==> src/rtl/pipe_hazard_ctrl_if.sv <==
// Decode-side hazard control bundle between the integer core front end and pipe_hazard_ctrl.
// master = core/front end driving decode fields, slave = the hazard control unit.
interface pipe_hazard_ctrl_if #(
    parameter int DEPTH   = 3,
    parameter int RADDR_W = 5,
    parameter int SEL_W   = 2
);
    logic               id_valid;
    logic [RADDR_W-1:0] id_rs1;
    logic [RADDR_W-1:0] id_rs2;
    logic               id_use_rs1;
    logic               id_use_rs2;
    logic [RADDR_W-1:0] id_rd;
    logic               id_regwrite;
    logic               id_is_load;
    logic               ex_branch_taken;
    logic               ext_stall;

    logic               hold_pc;
    logic               id_kill;
    logic [SEL_W-1:0]   fwd_sel1;
    logic [SEL_W-1:0]   fwd_sel2;
    logic [DEPTH-1:0]   stage_valid;
    logic               wb_en;
    logic [RADDR_W-1:0] wb_rd;
    logic [31:0]        perf_stall_cnt;
    logic [31:0]        perf_flush_cnt;

    modport master (
        output id_valid, id_rs1, id_rs2, id_use_rs1, id_use_rs2, id_rd,
               id_regwrite, id_is_load, ex_branch_taken, ext_stall,
        input  hold_pc, id_kill, fwd_sel1, fwd_sel2, stage_valid, wb_en, wb_rd,
               perf_stall_cnt, perf_flush_cnt
    );

    modport slave (
        input  id_valid, id_rs1, id_rs2, id_use_rs1, id_use_rs2, id_rd,
               id_regwrite, id_is_load, ex_branch_taken, ext_stall,
        output hold_pc, id_kill, fwd_sel1, fwd_sel2, stage_valid, wb_en, wb_rd,
               perf_stall_cnt, perf_flush_cnt
    );
endinterface

==> src/rtl/pipe_hazard_ctrl.sv <==
// Pipeline hazard control: DEPTH-stage scoreboard, operand forwarding selects, load-use stall,
// taken-branch shadow squash and external freeze. Define PERF_CNT_EN to build stall/flush counters.
module pipe_hazard_ctrl #(
    parameter int DEPTH         = 3,
    parameter int RADDR_W       = 5,
    parameter int LOAD_READY    = 2,
    parameter int BRANCH_SHADOW = 2,
    parameter int SEL_W         = 2
) (
    input logic                clk,
    input logic                rst_n,
    pipe_hazard_ctrl_if.slave  bus
);
    localparam int KW = (BRANCH_SHADOW > 1) ? $clog2(BRANCH_SHADOW) : 1;
    localparam logic [KW-1:0] KILL_LOAD = KW'((BRANCH_SHADOW > 0) ? BRANCH_SHADOW - 1 : 0);

    logic [DEPTH-1:0]              vld_q, vld_d;
    logic [DEPTH-1:0]              wr_q,  wr_d;
    logic [DEPTH-1:0]              ld_q,  ld_d;
    logic [DEPTH-1:0][RADDR_W-1:0] rd_q,  rd_d;
    logic [KW-1:0]                 kill_cnt_q, kill_cnt_d;

    logic             branch_s;
    logic             kill_s;
    logic             live_s;
    logic             lu1_s;
    logic             lu2_s;
    logic             lu_stall_s;
    logic             hold_s;
    logic [SEL_W-1:0] sel1_s;
    logic [SEL_W-1:0] sel2_s;

    function automatic logic src_hit(
        input logic               ent_vld,
        input logic               ent_wr,
        input logic [RADDR_W-1:0] ent_rd,
        input logic [RADDR_W-1:0] rs,
        input logic               use_rs
    );
        return ent_vld & ent_wr & (ent_rd == rs) & (rs != '0) & use_rs;
    endfunction

    // Forwarding select and load-readiness per source; scanning oldest first lets stage 1 win.
    always_comb begin
        sel1_s = '0;
        sel2_s = '0;
        lu1_s  = 1'b0;
        lu2_s  = 1'b0;
        for (int k = DEPTH; k >= 1; k--) begin
            if (src_hit(vld_q[k-1], wr_q[k-1], rd_q[k-1], bus.id_rs1, bus.id_use_rs1)) begin
                sel1_s = SEL_W'(k);
                lu1_s  = ld_q[k-1] & (k < LOAD_READY);
            end else begin
                sel1_s = sel1_s;
            end
            if (src_hit(vld_q[k-1], wr_q[k-1], rd_q[k-1], bus.id_rs2, bus.id_use_rs2)) begin
                sel2_s = SEL_W'(k);
                lu2_s  = ld_q[k-1] & (k < LOAD_READY);
            end else begin
                sel2_s = sel2_s;
            end
        end
    end

    assign branch_s   = bus.ex_branch_taken & vld_q[0];
    assign kill_s     = (kill_cnt_q != '0) | branch_s;
    assign live_s     = bus.id_valid & ~kill_s;
    assign lu_stall_s = live_s & (lu1_s | lu2_s);
    // Gated by rst_n so hold_pc reads 0 during reset even if the freeze input is high.
    assign hold_s     = rst_n & (bus.ext_stall | lu_stall_s);

    // Scoreboard shift and branch-shadow counter; a freeze holds everything.
    always_comb begin
        vld_d      = vld_q;
        wr_d       = wr_q;
        ld_d       = ld_q;
        rd_d       = rd_q;
        kill_cnt_d = kill_cnt_q;
        if (!bus.ext_stall) begin
            for (int k = 1; k < DEPTH; k++) begin
                vld_d[k] = vld_q[k-1];
                wr_d[k]  = wr_q[k-1];
                ld_d[k]  = ld_q[k-1];
                rd_d[k]  = rd_q[k-1];
            end
            vld_d[0] = live_s & ~lu_stall_s;
            wr_d[0]  = bus.id_regwrite;
            ld_d[0]  = bus.id_is_load;
            rd_d[0]  = bus.id_rd;
            if (branch_s) begin
                kill_cnt_d = KILL_LOAD;
            end else if (bus.id_valid && (kill_cnt_q != '0)) begin
                kill_cnt_d = kill_cnt_q - KW'(1);
            end else begin
                kill_cnt_d = kill_cnt_q;
            end
        end else begin
            kill_cnt_d = kill_cnt_q;
        end
    end

    // Scoreboard and shadow counter registers.
    always_ff @(posedge clk or negedge rst_n) begin
        if (!rst_n) begin
            vld_q      <= '0;
            wr_q       <= '0;
            ld_q       <= '0;
            rd_q       <= '0;
            kill_cnt_q <= '0;
        end else begin
            vld_q      <= vld_d;
            wr_q       <= wr_d;
            ld_q       <= ld_d;
            rd_q       <= rd_d;
            kill_cnt_q <= kill_cnt_d;
        end
    end

    assign bus.hold_pc     = hold_s;
    assign bus.id_kill     = kill_s;
    assign bus.fwd_sel1    = sel1_s;
    assign bus.fwd_sel2    = sel2_s;
    assign bus.stage_valid = vld_q;
    assign bus.wb_en       = vld_q[DEPTH-1] & wr_q[DEPTH-1] & (rd_q[DEPTH-1] != '0);
    assign bus.wb_rd       = rd_q[DEPTH-1];

`ifdef PERF_CNT_EN
    logic [31:0] stall_cnt_q, stall_cnt_d;
    logic [31:0] flush_cnt_q, flush_cnt_d;

    // Counters wrap naturally at 2^32.
    always_comb begin
        stall_cnt_d = stall_cnt_q;
        flush_cnt_d = flush_cnt_q;
        if (hold_s) begin
            stall_cnt_d = stall_cnt_q + 32'd1;
        end else begin
            stall_cnt_d = stall_cnt_q;
        end
        if (branch_s && !bus.ext_stall) begin
            flush_cnt_d = flush_cnt_q + 32'd1;
        end else begin
            flush_cnt_d = flush_cnt_q;
        end
    end

    // Performance counter registers.
    always_ff @(posedge clk or negedge rst_n) begin
        if (!rst_n) begin
            stall_cnt_q <= 32'd0;
            flush_cnt_q <= 32'd0;
        end else begin
            stall_cnt_q <= stall_cnt_d;
            flush_cnt_q <= flush_cnt_d;
        end
    end

    assign bus.perf_stall_cnt = stall_cnt_q;
    assign bus.perf_flush_cnt = flush_cnt_q;
`else
    assign bus.perf_stall_cnt = 32'd0;
    assign bus.perf_flush_cnt = 32'd0;
`endif
endmodule

==> src/flat_wrapper.sv <==
// flat-port wrapper written by rule: the top's interface ports become plain ports
module pipe_hazard_ctrl_flat 
#(
    parameter int DEPTH         = 3,
    parameter int RADDR_W       = 5,
    parameter int LOAD_READY    = 2,
    parameter int BRANCH_SHADOW = 2,
    parameter int SEL_W         = 2
)
  (clk, rst_n, bus_id_valid, bus_id_rs1, bus_id_rs2, bus_id_use_rs1, bus_id_use_rs2, bus_id_rd, bus_id_regwrite, bus_id_is_load, bus_ex_branch_taken, bus_ext_stall, bus_hold_pc, bus_id_kill, bus_fwd_sel1, bus_fwd_sel2, bus_stage_valid, bus_wb_en, bus_wb_rd, bus_perf_stall_cnt, bus_perf_flush_cnt);
  pipe_hazard_ctrl_if #(.DEPTH(DEPTH), .RADDR_W(RADDR_W), .SEL_W(SEL_W)) bus_i ();
  input logic clk;
  input logic rst_n;
  input wire logic [$bits(bus_i.id_valid)-1:0] bus_id_valid;
  input wire logic [$bits(bus_i.id_rs1)-1:0] bus_id_rs1;
  input wire logic [$bits(bus_i.id_rs2)-1:0] bus_id_rs2;
  input wire logic [$bits(bus_i.id_use_rs1)-1:0] bus_id_use_rs1;
  input wire logic [$bits(bus_i.id_use_rs2)-1:0] bus_id_use_rs2;
  input wire logic [$bits(bus_i.id_rd)-1:0] bus_id_rd;
  input wire logic [$bits(bus_i.id_regwrite)-1:0] bus_id_regwrite;
  input wire logic [$bits(bus_i.id_is_load)-1:0] bus_id_is_load;
  input wire logic [$bits(bus_i.ex_branch_taken)-1:0] bus_ex_branch_taken;
  input wire logic [$bits(bus_i.ext_stall)-1:0] bus_ext_stall;
  output wire logic [$bits(bus_i.hold_pc)-1:0] bus_hold_pc;
  output wire logic [$bits(bus_i.id_kill)-1:0] bus_id_kill;
  output wire logic [$bits(bus_i.fwd_sel1)-1:0] bus_fwd_sel1;
  output wire logic [$bits(bus_i.fwd_sel2)-1:0] bus_fwd_sel2;
  output wire logic [$bits(bus_i.stage_valid)-1:0] bus_stage_valid;
  output wire logic [$bits(bus_i.wb_en)-1:0] bus_wb_en;
  output wire logic [$bits(bus_i.wb_rd)-1:0] bus_wb_rd;
  output wire logic [$bits(bus_i.perf_stall_cnt)-1:0] bus_perf_stall_cnt;
  output wire logic [$bits(bus_i.perf_flush_cnt)-1:0] bus_perf_flush_cnt;
  assign bus_i.id_valid = bus_id_valid;
  assign bus_i.id_rs1 = bus_id_rs1;
  assign bus_i.id_rs2 = bus_id_rs2;
  assign bus_i.id_use_rs1 = bus_id_use_rs1;
  assign bus_i.id_use_rs2 = bus_id_use_rs2;
  assign bus_i.id_rd = bus_id_rd;
  assign bus_i.id_regwrite = bus_id_regwrite;
  assign bus_i.id_is_load = bus_id_is_load;
  assign bus_i.ex_branch_taken = bus_ex_branch_taken;
  assign bus_i.ext_stall = bus_ext_stall;
  assign bus_hold_pc = bus_i.hold_pc;
  assign bus_id_kill = bus_i.id_kill;
  assign bus_fwd_sel1 = bus_i.fwd_sel1;
  assign bus_fwd_sel2 = bus_i.fwd_sel2;
  assign bus_stage_valid = bus_i.stage_valid;
  assign bus_wb_en = bus_i.wb_en;
  assign bus_wb_rd = bus_i.wb_rd;
  assign bus_perf_stall_cnt = bus_i.perf_stall_cnt;
  assign bus_perf_flush_cnt = bus_i.perf_flush_cnt;
  pipe_hazard_ctrl #(.DEPTH(DEPTH), .RADDR_W(RADDR_W), .LOAD_READY(LOAD_READY), .BRANCH_SHADOW(BRANCH_SHADOW), .SEL_W(SEL_W)) u_core (.clk(clk), .rst_n(rst_n), .bus(bus_i));
endmodule
==> config.mk <==
export PLATFORM = sky130hd
export DESIGN_NAME = pipe_hazard_ctrl_flat
export DESIGN_NICKNAME = d
export VERILOG_FILES = /design/src/rtl/pipe_hazard_ctrl_if.sv /design/src/rtl/pipe_hazard_ctrl.sv /design/src/flat_wrapper.sv
export SDC_FILE = /design/constraint.sdc
export NUM_CORES = 1
export LEC_CHECK = 0
export ABC_CLOCK_PERIOD_IN_PS = 3380
export BUFFER_PORTS_ARGS = -buffer_cell sky130_fd_sc_hd__buf_2
export CELL_PAD_IN_SITES_DETAIL_PLACEMENT = 0
export CELL_PAD_IN_SITES_GLOBAL_PLACEMENT = 1
export CORE_UTILIZATION = 32
export CTS_CLUSTER_DIAMETER = 80
export DETAILED_ROUTE_END_ITERATION = 8
export PLACE_DENSITY = 0.86
export SLEW_MARGIN = 25
export SYNTH_ARGS = -nofsm -noshare
export SYNTH_HDL_FRONTEND = slang
export SYNTH_SLANG_ARGS = --single-unit
==> constraint.sdc <==
create_clock -name clk -period 3.38 [get_ports clk]
set_input_delay 1.014 -clock clk [delete_from_list [all_inputs] [get_ports clk]]
set_output_delay 1.014 -clock clk [all_outputs]
set_load 0.1 [all_outputs]
# [After elaboration in Yosys (flattened, before gate mapping)]
# Index checks and enable logic that the tools add are counted.
[classes] mul=0 order_cmp=0 reduce_logical=6 n_mux=10 n_addsub=1 div=0 eq_ne=6 n_shift=0 n_bitwise=33
[ops] op="$eq A5 B5 Y1" count=6
[ops] op="$and A1 B1 Y1" count=27
[ops] op="$reduce_bool A5 Y1" count=3
[ops] op="$mux W2" count=6
[ops] op="$mux W1" count=4
[ops] op="$not A1 Y1" count=3
[ops] op="$or A1 B1 Y1" count=3
[ops] op="$reduce_and A2 Y1" count=1
[ops] op="$reduce_bool A2 Y1" count=1
[ops] op="$logic_and A1 B1 Y1" count=1
[ops] op="$sub A1 B1 Y1 const B" count=1
[word_totals] out_inout_bits=79 n_memories=0 mem_bits_rw=0 latch_bits=0 in_bits=24 reg_bits=23 mem_bits_ro=0 wordCells=63

# [Depth between registers and ports, before layout]
[logic_depth] ltp_word=9 mapped_depth=5 mapped_depth_nobuf=5

# [Worst setup path before layout]
# OpenSTA, ideal clock, no wires.
[synth_timing] path_type="in2out" startpoint="in bus_id_rs2[1]" endpoint="out bus_fwd_sel2[1]" slack_ns=-0.969 cell_stages=4 n_path_buf=0 required_time_ns=2.366 t_arrival_ns=3.335 path_cell_list="or4_1 -> o21ai_2 -> or4_4 -> a21boi_1"
[synth_between] elab_chain_len=7 elab_cells_between_ends=16 classes_between="eq/ne: 3; mux: 3; bitwise: 9; reduce/logical: 1"
[synth_rtl] item="from (decl)" line="flat_wrapper.sv:16" rtl="input wire logic [$bits(bus_i.id_rs2)-1:0] bus_id_rs2;"
[synth_rtl] item="$eq A5 B5 Y1" line="pipe_hazard_ctrl.sv:40" rtl="return ent_vld & ent_wr & (ent_rd == rs) & (rs != '0) & use_rs;"
[synth_rtl] item="$and A1 B1 Y1 (3 in series)" line="pipe_hazard_ctrl.sv:40"
[synth_rtl] item="$mux W2 (2 in series)" line="pipe_hazard_ctrl.sv:56" rtl="if (src_hit(vld_q[k-1], wr_q[k-1], rd_q[k-1], bus.id_rs2, bus.id_use_rs2)) begin"
[synth_rtl] item="$mux W2 *" line="pipe_hazard_ctrl.sv:56"
[synth_rtl] item="to (decl)" line="flat_wrapper.sv:27" rtl="output wire logic [$bits(bus_i.fwd_sel2)-1:0] bus_fwd_sel2;"
# Every way passes the cells marked *; elsewhere a longest branch is shown, timed or not.

# [Worst setup path in the final report]
[layout_timing] startpoint="in bus_id_rs1[3]" endpoint="out bus_hold_pc"
[layout_between] elab_chain_len=9 elab_cells_between_ends=10 classes_between="eq/ne: 1; mux: 1; bitwise: 7; reduce/logical: 1"
[layout_rtl] item="from (decl)" line="flat_wrapper.sv:15" rtl="input wire logic [$bits(bus_i.id_rs1)-1:0] bus_id_rs1;"
[layout_rtl] item="$eq A5 B5 Y1" line="pipe_hazard_ctrl.sv:40"
[layout_rtl] item="$and A1 B1 Y1" line="pipe_hazard_ctrl.sv:40"
[layout_rtl] item="$and A1 B1 Y1 * (2 in series)" line="pipe_hazard_ctrl.sv:40"
[layout_rtl] item="$mux W1 *" line="pipe_hazard_ctrl.sv:50" rtl="if (src_hit(vld_q[k-1], wr_q[k-1], rd_q[k-1], bus.id_rs1, bus.id_use_rs1)) begin"
[layout_rtl] item="$or A1 B1 Y1 *" line="pipe_hazard_ctrl.sv:68" rtl="assign lu_stall_s = live_s & (lu1_s | lu2_s);"
[layout_rtl] item="$and A1 B1 Y1 *" line="pipe_hazard_ctrl.sv:68"
[layout_rtl] item="$or A1 B1 Y1 *" line="pipe_hazard_ctrl.sv:70" rtl="assign hold_s = rst_n & (bus.ext_stall | lu_stall_s);"
[layout_rtl] item="$and A1 B1 Y1 *" line="pipe_hazard_ctrl.sv:70"
[layout_rtl] item="to (decl)" line="flat_wrapper.sv:24" rtl="output wire logic [$bits(bus_i.hold_pc)-1:0] bus_hold_pc;"
# Marks and branches as above.

==> flow_summary.ini <==
[run_status]
status = finished, violations left
violations = negative setup slack

[critical_path]
path_max_fanout = 4
cpPeakStageDelay_ns = 0.54
critPathSlowestCell = or4_4
start_kind = input port
crit_type = input port to primary output
cp_common_cell = or4_4
worstPathArrival_ns = 2.47
path_cells = buf_8 -> or4_4 -> o21ai_4 -> or4_4 -> a21oi_4 -> o21a_4 -> buf_12
r2r_slack_ns = 1.70
crit_required_ns = 2.37
critPathCaptureType = primary output

[floorplanning]
die_area_sq_mm = 0.00616
initial_utilization_pct = 33.6
die_h_um = 78.5
io_pins = 103
rows = 27
core_area_sq_mm = 0.00557
die_w_um = 78.5

[yosys]
synth_edf_count = 0
avgSynthCellArea_sq_um = 9.95
synth_cells = 188
async_flop_share_pct = 100
synth-main-ff-cell = dfrtp_1
yosys-top-cells-area = dfrtp_1 31%, buf_4 28%, xnor2_1 12%
synthTopCellsByCount = 69 x buf_4, 26 x xnor2_1, 23 x dfrtp_1
synth_area_leader_cell = dfrtp_1
ys_ff_latch = 23
yosysMostFrequentCell = buf_4
synth_cell_type_count = 26
yosys_warnings = 0
syn_area_sq_mm = 0.00187
yosys.area.top_type_share_pct = 30.8
yosysSeqAreaShare_pct = 30.8

[grt]
track_usage_pct = 12.3
grt_first_pass_wirelength_um = 5820
antenna_found_initial = 0
grt_pass1_vias = 1187
grt_max_degree = 26
grt_overflow = 0

[timing]
layout_setup_ws_ns = -0.100
hold_viol = 0
hold_slack_ns = 0.517
final.period_utilization_pct = 103
clock_skew_ns = 0.0115
max_freq_ghz = 0.287
min_period_ns = 3.48
setup_viol = 4
rsz0062_at_grt = yes
slew_viol_final = 0

[power]
powerDensity_mw_per_mm2 = 553
ir_worst_vdd_v = 0.000240
p_leak_nw = 1.07
p_total_w = 0.00128

[place]
hpwl_um = 2990
dp_slack_ns = -0.162
io_buffers = 38
place.gp.congestion = 0.862
dpl-instance-area_sq_mm = 0.00209

[route]
drcViolationCount = 0
firstDrtPassIters = 4
vias = 1260
via_per_inst = 4.05
antenna_left = 0
wirelength_um = 3840
avgRoutedWirePerCell_um = 12.4
drt_iter0_drc = 21

[final_layout]
fin_util_pct = 41.4
regArea_sq_um = 576
multi_input_area_sq_mm = 0.00113
postLayoutCellArea_sq_mm = 0.00231
area_growth_pct = 23.5
nets = 264
nFillCells = 558
num_antenna_cells = 0
layout-drive-gt1-share_pct = 38.1

[cts]
cts_max_level = 1
clockRootBuffer = clkbuf_8
holdBufCountCts = 0
cts.sinks = 23
clk_latency_ns = 0.27
clock_path_buffers = 2
cts_buffers = 3
clk_pin_slew_worst_paths_ns = 0.09
cts_tree = yes

[hold_path]
holdCritPathClass = flip-flop to flip-flop

[run]
maxCapViolations = 0
==> layout make-up <==
cell class	count	share of cell area, %
Inverter	2	0.325
Clock buffer	3	1.79
Clock inverter	1	0.217
Multi-Input combinational cell	154	49.0
Tap cell	72	3.90
Timing Repair Buffer	56	19.9
Sequential cell	23	24.9
==> worst max-delay path: cells and delay by family <==
kind	cells	cell delay (ns)
simple gates	2	0.73
buf+inv	2	0.26
compound gates	3	0.46
==> layout by cell type (no fill, tap or decap), drive strengths merged <==
| cell | instances |
|---|---|
| conb | 64 |
| buf | 56 |
| xnor2 | 26 |
| dfrtp | 23 |
| mux2 | 21 |
| or4 | 6 |
| nand4 | 6 |
| o21ai | 6 |
| xor2 | 4 |
| nand2 | 4 |
| nand3 | 3 |
| clkbuf | 3 |
| nor3 | 3 |
| a21boi | 3 |
| a21oi | 3 |
| inv | 2 |
| or3 | 2 |
| o21a | 1 |
| nor2 | 1 |
| o41ai | 1 |
| clkinv | 1 |
==> routing by layer <==
layer  track usage (%)  share of wire (%)
met2              19.7                 48
met5                 0                  0
met4              3.52               0.68
met1              16.9                 47
met3              2.21                4.6
==> path summary, 6_finish.rpt <==
kind                                start                   endpoint  cells after the start
max                         bus_id_rs1[3]                bus_hold_pc                      7
min                        u_core.wr_q[2]             u_core.wr_q[2]                      1
max reg2reg                u_core.rd_q[2]  u_core.bus.stage_valid[0]                      6
min reg2reg                u_core.wr_q[2]             u_core.wr_q[2]                      1
max in group asynchronous           rst_n             u_core.rd_q[2]                      2
min in group asynchronous           rst_n             u_core.rd_q[0]                      2
==> power by group <==
part	internal, W	leakage [nW]	switching (W)	total, W
clock network	0.0000825	0.0255	0.0000943	0.000177
logic	0.000139	0.775	0.000584	0.000722
registers	0.000317	0.274	0.0000614	0.000378
total	0.000538	1.07	0.000739	0.00128
==> state kept, by name, summed over array words and instances (netlist names) <==
signal,cells
u_core.wr_q,3
u_core.ld_q,1
u_core.bus.wb_rd,5
u_core.bus.stage_valid,3
u_core.rd_q,10
u_core.kill_cnt_q,1
==> cells by family after synthesis <==
| kind of cell | share of synthesized area, % |
|---|---|
| muxes | 12.6 |
| buffers and inverters | 28.7 |
| xor gates and xnor gates | 14.0 |
| and+or+nand+nor | 8.16 |
| other | 0.200 |
| AOI/OAI and AO/OA | 5.48 |
| DFF | 30.8 |
==> timing repair <==
item	in CTS	in global routing
pin swaps	15	7
endpoints found under the setup margin	5	5
buffers inserted	4	1
gates resized for setup	24	8
==> per-stage QoR <==
step,setup TNS (ns),cells
final,-0.206,311
after CTS,-0.206,310
after detailed placement,-0.469,302
after global placement,-0.367,302
after floorplan,-0.295,251
after global routing,-0.429,311
Note: power is estimated with default switching activity, not from simulation.
